File: config.mk
export PLATFORM = sky130hd
export DESIGN_NAME = mem_access_unit
export DESIGN_NICKNAME = d
export VERILOG_FILES = /design/src/rtl/mem_access_unit_pkg.sv /design/src/rtl/mem_lane_align.sv /design/src/rtl/mem_access_unit.sv
export SDC_FILE = /design/constraint.sdc
export NUM_CORES = 1
export LEC_CHECK = 0
export BUFFER_PORTS_ARGS = -buffer_cell sky130_fd_sc_hd__buf_2
export CORE_UTILIZATION = 39
export DETAILED_ROUTE_END_ITERATION = 8
export GPL_ROUTABILITY_DRIVEN = 0
export MAX_ROUTING_LAYER = met4
export PLACE_DENSITY_LB_ADDON = 0.12
export SETUP_SLACK_MARGIN = 0.02
export SLEW_MARGIN = 20
export SYNTH_ARGS = -nofsm -noshare
export SYNTH_HDL_FRONTEND = slang
export SYNTH_HIERARCHICAL = 1
export SYNTH_SLANG_ARGS = --single-unit
export TNS_END_PERCENT = 1
File: constraint.sdc
create_clock -name clk_i -period 9.55 [get_ports clk_i]
set_input_delay 2.865 -clock clk_i [delete_from_list [all_inputs] [get_ports clk_i]]
set_output_delay 2.865 -clock clk_i [all_outputs]
set_load 0.01 [all_outputs]
File: src/rtl/mem_access_unit_pkg.sv
// Shared encodings for the memory-access stage: MEM control field layout,
// MUX/LEN codes and the bus FSM states.
package mem_access_unit_pkg;

    localparam int unsigned XLEN     = 32;
    localparam int unsigned CTRL_W   = 6;
    localparam int unsigned MUX_LSB  = 4;
    localparam int unsigned SIGN_BIT = 3;
    localparam int unsigned LEN_LSB  = 1;
    localparam int unsigned WEN_BIT  = 0;
    localparam int unsigned CNT_W    = 16;

    localparam logic [1:0] MUX_ALU  = 2'd0;
    localparam logic [1:0] MUX_MEM  = 2'd1;
    localparam logic [1:0] MUX_IMM  = 2'd2;

    localparam logic [1:0] LEN_BYTE = 2'd0;
    localparam logic [1:0] LEN_HALF = 2'd1;
    localparam logic [1:0] LEN_WORD = 2'd2;

    typedef enum logic [1:0] {
        S_IDLE = 2'd0,
        S_REQ  = 2'd1,
        S_WAIT = 2'd2,
        S_DONE = 2'd3
    } state_e;

    // Half needs addr[0]==0, word needs addr[1:0]==0; bytes never misalign.
    function automatic logic is_misaligned(input logic [1:0] len, input logic [1:0] lo);
        logic r;
        case (len)
            LEN_BYTE: r = 1'b0;
            LEN_HALF: r = lo[0];
            default:  r = (lo != 2'b00);
        endcase
        return r;
    endfunction

endpackage

File: src/rtl/mem_lane_align.sv
// Byte-lane helper: store data replication / write mask and load extract / extend.
module mem_lane_align
    import mem_access_unit_pkg::*;
(
    input  logic [1:0]      len,
    input  logic [1:0]      addr_lo,
    input  logic            sign,
    input  logic [XLEN-1:0] wdata,
    input  logic [XLEN-1:0] rdata,
    output logic [XLEN-1:0] wdata_rep,
    output logic [3:0]      wmask,
    output logic [XLEN-1:0] rdata_ext
);

    logic [XLEN-1:0] lane;

    always_comb begin
        lane      = rdata >> {addr_lo, 3'b000};
        wdata_rep = wdata;
        wmask     = 4'b1111;
        rdata_ext = rdata;
        case (len)
            LEN_BYTE: begin
                wdata_rep = {4{wdata[7:0]}};
                wmask     = 4'b0001 << addr_lo;
                rdata_ext = {{24{sign & lane[7]}}, lane[7:0]};
            end
            LEN_HALF: begin
                wdata_rep = {2{wdata[15:0]}};
                wmask     = 4'b0011 << addr_lo;
                rdata_ext = {{16{sign & lane[15]}}, lane[15:0]};
            end
            default: ;
        endcase
    end

endmodule

File: src/rtl/mem_access_unit.sv
// MEM-stage load/store unit: turns decoded MEM control into a req/gnt/rvalid
// bus transaction, stalling upstream while it is outstanding.
module mem_access_unit
    import mem_access_unit_pkg::*;
#(
    parameter int unsigned TIMEOUT_CYCLES = 255
) (
    input  logic              clk_i,
    input  logic              reset_i,
    input  logic              valid_i,
    input  logic [CTRL_W-1:0] mem_ctrl_i,
    input  logic [XLEN-1:0]   aluout_i,
    input  logic [XLEN-1:0]   wdata_i,
    input  logic [XLEN-1:0]   imm_i,
    output logic              stall_o,
    output logic [XLEN-1:0]   result_o,
    output logic              done_o,
    output logic              misaligned_o,
    output logic              bus_err_o,
    output logic              req_o,
    output logic              we_o,
    output logic [XLEN-1:0]   addr_o,
    output logic [XLEN-1:0]   wdata_o,
    output logic [3:0]        wmask_o,
    input  logic              gnt_i,
    input  logic              rvalid_i,
    input  logic [XLEN-1:0]   rdata_i
);

    state_e           state_q, state_n;
    logic             is_store_q;
    logic [1:0]       len_q;
    logic             sign_q;
    logic [1:0]       addr_lo_q;
    logic [XLEN-1:0]  data_q;
    logic [CNT_W-1:0] cnt_q;

    logic [1:0]       mux;
    logic [1:0]       len;
    logic             wen_n;
    logic             access;
    logic             timeout_hit;
    logic             go_c, mis_det_c, capture_c, abort_c;

    logic [1:0]       al_len, al_lo;
    logic [XLEN-1:0]  al_wdata, al_rdata;
    logic [3:0]       al_wmask;

    assign mux         = mem_ctrl_i[MUX_LSB +: 2];
    assign len         = mem_ctrl_i[LEN_LSB +: 2];
    assign wen_n       = mem_ctrl_i[WEN_BIT];
    // Reset also masks the request so stall drops as soon as reset is seen.
    assign access      = valid_i & ~reset_i & ((mux == MUX_MEM) | ~wen_n);
    assign timeout_hit = (cnt_q == CNT_W'(TIMEOUT_CYCLES - 1));

    // Live instruction fields while idle, latched ones during the transaction.
    assign al_len = (state_q == S_IDLE) ? len : len_q;
    assign al_lo  = (state_q == S_IDLE) ? aluout_i[1:0] : addr_lo_q;

    mem_lane_align u_align (
        .len       (al_len),
        .addr_lo   (al_lo),
        .sign      (sign_q),
        .wdata     (wdata_i),
        .rdata     (rdata_i),
        .wdata_rep (al_wdata),
        .wmask     (al_wmask),
        .rdata_ext (al_rdata)
    );

    always_comb begin
        state_n   = state_q;
        stall_o   = 1'b0;
        go_c      = 1'b0;
        mis_det_c = 1'b0;
        capture_c = 1'b0;
        abort_c   = 1'b0;
        result_o  = (mux == MUX_IMM) ? imm_i : aluout_i;
        case (state_q)
            S_IDLE: begin
                if (misaligned_o) begin
                    result_o = '0;
                end else if (access) begin
                    stall_o = 1'b1;
                    if (is_misaligned(len, aluout_i[1:0])) begin
                        mis_det_c = 1'b1;
                    end else begin
                        go_c    = 1'b1;
                        state_n = S_REQ;
                    end
                end
            end
            S_REQ: begin
                stall_o = 1'b1;
                if (gnt_i) begin
                    if (is_store_q) begin
                        state_n = S_DONE;
                    end else if (rvalid_i) begin
                        capture_c = 1'b1;
                        state_n   = S_DONE;
                    end else begin
                        state_n = S_WAIT;
                    end
                end else if (timeout_hit) begin
                    abort_c = 1'b1;
                    state_n = S_DONE;
                end
            end
            S_WAIT: begin
                stall_o = 1'b1;
                if (rvalid_i) begin
                    capture_c = 1'b1;
                    state_n   = S_DONE;
                end else if (timeout_hit) begin
                    abort_c = 1'b1;
                    state_n = S_DONE;
                end
            end
            S_DONE: begin
                result_o = data_q;
                state_n  = S_IDLE;
            end
            default: state_n = S_IDLE;
        endcase
    end

    always_ff @(posedge clk_i or posedge reset_i) begin
        if (reset_i) begin
            state_q      <= S_IDLE;
            is_store_q   <= 1'b0;
            len_q        <= '0;
            sign_q       <= 1'b0;
            addr_lo_q    <= '0;
            data_q       <= '0;
            cnt_q        <= '0;
            req_o        <= 1'b0;
            we_o         <= 1'b0;
            addr_o       <= '0;
            wdata_o      <= '0;
            wmask_o      <= '0;
            done_o       <= 1'b0;
            misaligned_o <= 1'b0;
            bus_err_o    <= 1'b0;
        end else begin
            state_q      <= state_n;
            req_o        <= (state_n == S_REQ);
            done_o       <= (state_n == S_DONE);
            misaligned_o <= mis_det_c;
            bus_err_o    <= abort_c;
            if (go_c) begin
                is_store_q <= ~wen_n;
                len_q      <= len;
                sign_q     <= mem_ctrl_i[SIGN_BIT];
                addr_lo_q  <= aluout_i[1:0];
                addr_o     <= {aluout_i[XLEN-1:2], 2'b00};
                we_o       <= ~wen_n;
                wdata_o    <= wen_n ? '0 : al_wdata;
                wmask_o    <= wen_n ? 4'b0000 : al_wmask;
                data_q     <= '0;
                cnt_q      <= '0;
            end else begin
                if (state_n != S_REQ) begin
                    we_o    <= 1'b0;
                    wmask_o <= 4'b0000;
                end
                if (state_q == S_REQ || state_q == S_WAIT) begin
                    cnt_q <= cnt_q + CNT_W'(1);
                end
            end
            if (capture_c) begin
                data_q <= al_rdata;
            end
        end
    end

endmodule

Word level (Yosys, flattened, before mapping). Cells that the tools add are included.

Equal/unequal tests: 11. Bitwise logic cells: 7. Add/sub/neg operators: 1. Shift-type cells: 3. Reduce and logical (&&, ||, !) cells: 9. Muxes and demuxes: 50.

Operators by type and width (number): one-hot mux 32 bit (2 select lines) (3); two-way mux 32 bit (5); two-way mux 16 bit (2); right shift 32 x 5 -> 16 bit (1); two-way mux 1 bit (23); adder 16 x 1 -> 16 bit, second input constant (1); equality test 16 x 8 -> 1 bit, second input constant (1); two-way mux 2 bit (8); two-way mux 4 bit (3); equality test 2 x 1 -> 1 bit, second input constant (5); equality test 2 bit, second input constant (4); one-hot mux 1 bit (2 select lines) (4); one-hot mux 2 bit (4 select lines) (1); one-hot mux 4 bit (2 select lines) (1); nonzero test 2 bit (4); logical NOT 2 bit (3); AND 1 bit (4); << shifter 1 x 2 -> 4 bit, first input constant (1); << shifter 2 x 2 -> 4 bit, first input constant (1); inequality test 2 x 1 -> 1 bit, second input constant (1); NOT 1 bit (2); OR reduction 2 bit (1); logical OR 1 bit (1); bitwise OR 1 bit (1).

Output and inout port bits: 106. Register bits: 127.

Logic depth before layout (Yosys ltp).
Depth in word-level cells: 13. Depth in mapped cells: 11. Gate-level depth less buffers: 8.

Modules after synthesis. The synthesis kept the hierarchy.

By module, submodules not included: mem_access_unit (cells each 629, area an instance 5883.1 sq um, instances 1); mem_lane_align (cells each 193, area an instance 1345.0 sq um, instances 1).

Worst setup path after synthesis. Ideal clock, no wire load.

Kind: input -> output. From: input port mem_ctrl_i[5]. To: output port result_o[0]. Data required time: 6.685 ns. Slack: 2.859 ns. Cell stages on the path: 5. Arrival: 3.826 ns. Cell sequence: nor2b_1 -> clkbuf_1 -> buf_2 -> mux2i_1 -> o21ai_0.

Word-level cells in the longest chain between the ends: 4.

RTL lines: from (decl) (RTL line mem_access_unit.sv:11) `input logic [CTRL_W-1:0] mem_ctrl_i,`; equality test 2 bit (*) (RTL line mem_access_unit.sv:78) `result_o = (mux == MUX_IMM) ? imm_i : aluout_i;`; two-way mux 32 bit (*) (RTL line mem_access_unit.sv:78); two-way mux 32 bit (RTL line mem_access_unit.sv:81) `if (misaligned_o) begin`; one-hot mux 32 bit (2 select lines) (*) (RTL line mem_access_unit.sv:79) `case (state_q)`; to (decl) (RTL line mem_access_unit.sv:16) `output logic [XLEN-1:0] result_o,`.

Mark *: on every way between the ends. The rest lies on a longest branch, timed or not.

Final worst setup path.
From: input port mem_ctrl_i[5]. To: output port result_o[18].

The elaborated chain is that of the path after synthesis.

==> summary.md <==
| Metric | Value |
|---|---|
| Status | finished with violations |
| Failing checks | DRC |
| TritonCTS Sinks | 127 |
| Skew-Pair Late Insertion Delay | 0.43 ns |
| Top_reg_cell synth | dfrtp_1 |
| Crit path largest cell delay | 0.44 ns |
| Hold_ws | 0.4685 ns |
| Post-synthesis compound-gate area fraction | 15.25% |
| Dpl ws | 2.571 ns |
| Syn_area_per_cell | 8.793 um^2 |
| Clock Skews | 0.009043 ns |
| Htree depth | 4 |
| Placed Cells | 1232 |
| CP dominant cell by count | buf_2 |
| CTS resizes | 0 |
| CTS tree | yes |
| Routed len/inst | 17.35 um |
| RSZ-0062 raised after global routing | no |
| Area leader, netlist | dfrtp_1 |
| Crit path DAT | 4.11 ns |
| DR WL met3 | 1021 um |
| FF+latch count, synth | 127 |
| Post-Layout Cell Count | 1265 |
| First-pass GRT wire length | 35020 um |
| Initial Utilization | 39.97% |
| GRT Overall Usage | 24.36% |
| Post-Synth Adder-Cell Area | 1.385% |
| Largest cells by area after synthesis | dfrtp_1 44%, nand2_1 13%, mux2i_1 6.8%, o21ai_0 5.6%, mux2_2 4.4% |
| Gr ovfl total | 0 |
| Max Slew Vio Count | 0 |
| Multiplexer share of the synthesized area | 11.46% |
| Post-Syn Area | 7228 um^2 |
| Core area | 18090 um^2 |
| Cell chain of the critical path | buf_2, nor2b_4, buf_4, mux2i_1, o21ai_0, buf_2 |
| Top Metal Used | met4 |
| Root Buffer | clkbuf_16 |
| Layout net count | 1169 |
| Distinct cells, synth | 54 |
| Synth Area in Simple Gates | 20.51% |
| Min-delay worst type | flop to flop |
| Via Count | 6521 |
| Postcts setup bufs | 0 |
| Power Total | 2.645 mW |
| # hold bufs at CTS | 0 |
| Clk buf depth | 2 |
| CP max stage cell | buf_4 |
| Max-cap violations | 0 |
| Die Wd | 138.1 um |
| Die area | 19080 um^2 |
| Final Hold Fails | 0 |
| Port Buffers | 242 |
| Crit path kind | primary input to output port |
| Largest net degree at the start of global routing | 113 |
| Chip height | 138.1 um |
| Leak Pwr | 4.624 nW |
| Post-DP HPWL | 15610 um |
| Gate Count Post-Synth | 822 |
| Slew headroom | 35.47% |
| Share of cells above drive strength 1 | 31.59% |
| Most frequent cells after synthesis | 250 x nand2_1, 127 x dfrtp_1, 81 x o21ai_0, 49 x mux2i_1, 36 x clkbuf_1 |
| Vias in the first global route | 6317 |
| Final worst-path cycle share | 73.08% |
| CP required | 6.69 ns |
| Synth Area in XOR/XNOR | 1.818% |
| Top cell type's share of synthesized area | 43.97% |
| Worst vdd ir | 154.2 uV |
| Clock-pin slew on the worst setup and hold paths | 0.05 ns |
| Num CTS Buffers | 17 |
| Residual DRC count | 30 |
| Area delta synth->final | 26.55% |
| Sequential area share after synthesis | 43.97% |
| Final WL | 21950 um |
| 1st-iter DRT viols | 439 |
| Final setup vio count | 0 |
| Worst setup EP type | output port |
| Slew @ Worst Pin | 0.9680 ns |
| Ys async rst share | 100.0% |
| Worst Setup Start Kind | primary input |
| Main combinational cell family by area after synthesis | simple AND/OR/NAND/NOR gates |
| Pwr/cell area | 289.1 nW/um^2 |
| Initial antenna violation count | 1 |
| Routed Antenna Nets | 0 |
| Total I/O pin count | 245 |
| Yosys warns | 6 |
| Setup TNS Final | 0 ns |
| Worst Path Max Fanout | 32 |
| Vias/cell | 5.155 |
| Routed length on met1 | 11280 um |
| DR WL met2 | 9214 um |
| Number of synthesized flops with an enable pin | 0 |
| Drt pass-1 iters | 7 |
| Row Count | 49 |
| F_max | 143.3 MHz |
| Crit path time final | 6.980 ns |
| Most common cell in the netlist | nand2_1 |
| Worst setup margin | 2.570 ns |
-- cell families after synthesis --
family,Yosys count
simple gates,340
compound gates,166
flops,127
buf+inv,87
mux,78
xor+xnor,15
fa+ha+maj,8
other cells,1
-- final cells by class --
| cell class | count | area, um^2 |
|---|---|---|
| Antenna cell | 1 | 2.502 |
| Clock buffer | 19 | 442.9 |
| Clock inverter | 13 | 187.7 |
| Fill cell | 1750 | 8939 |
| Inverter | 16 | 62.56 |
| Multi-Input combinational cell | 609 | 3705 |
| Sequential cell | 127 | 3178 |
| Tap cell | 229 | 286.5 |
| Timing Repair Buffer | 251 | 1282 |
-- power by group --
part           switching (mW)  total [mW]  internal [mW]
sequential              0.126       0.870          0.744
combinational           0.645        1.08          0.438
clock                   0.248       0.692          0.444
total                    1.02        2.64           1.63
-- stage by stage --
stage	area [um^2]	utilization, %
2_1_floorplan	7232	-
3_3_place_gp	8503	47.01
3_5_place_dp	8511	47.06
4_1_cts	9141	50.54
5_1_grt	9148	50.58
6_report	9148	50.58
-- placed cells by master, fill, tap and decap left out, types with 7 or more instances in the layout --
cell type	netlist	final
nand2_1	250	250
buf_2	15	242
dfrtp_1	127	127
o21ai_0	81	81
mux2i_1	49	49
a22o_1	32	32
mux2_2	28	28
nor2_1	27	26
clkbuf_16	0	17
o31ai_1	16	16
inv_1	16	15
nand2b_1	13	13
and3_1	10	10
xor2_1	9	9
ha_1	8	8
buf_4	11	8
o221ai_1	8	7
-- registers in the layout, summed over array words and instances, names as in the netlist --
signal	count
data_q	32
wdata_o	32
addr_o	30
cnt_q	16
wmask_o	4
addr_lo_q	2
len_q	2
state_q	2
bus_err_o	1
done_o	1
is_store_q	1
misaligned_o	1
req_o	1
sign_q	1
we_o	1
-- critical path: cells and delay by family --
kind	cells	cell delay [ns]
mux	1	0.26
buf+inv	3	0.71
compound gates	1	0.10
simple gates	1	0.12
-- path summary, 6_finish.rpt --
check | from | to | slack, ns | cells past startpoint
max | mem_ctrl_i[5] | result_o[18] | 2.57 | 6
min | addr_lo_q[0] | addr_lo_q[0] | 0.47 | 2
max reg2reg | state_q[0] | data_q[15] | 6.05 | 8
min reg2reg | addr_lo_q[0] | addr_lo_q[0] | 0.47 | 2
max in group asynchronous | reset_i | addr_o[20] | 5.56 | 3
min in group asynchronous | reset_i | req_o | 2.57 | 2
-- routing by layer --
layer / GRT usage [%] / vias to the layer above
met2: 33.08 / 204
met1: 35.52 / 3076
met3: 5.092 / 29
met4: 8.516 / 0
met5: - / -
li1: - / 3212
Power figures use the tool's default switching activity.
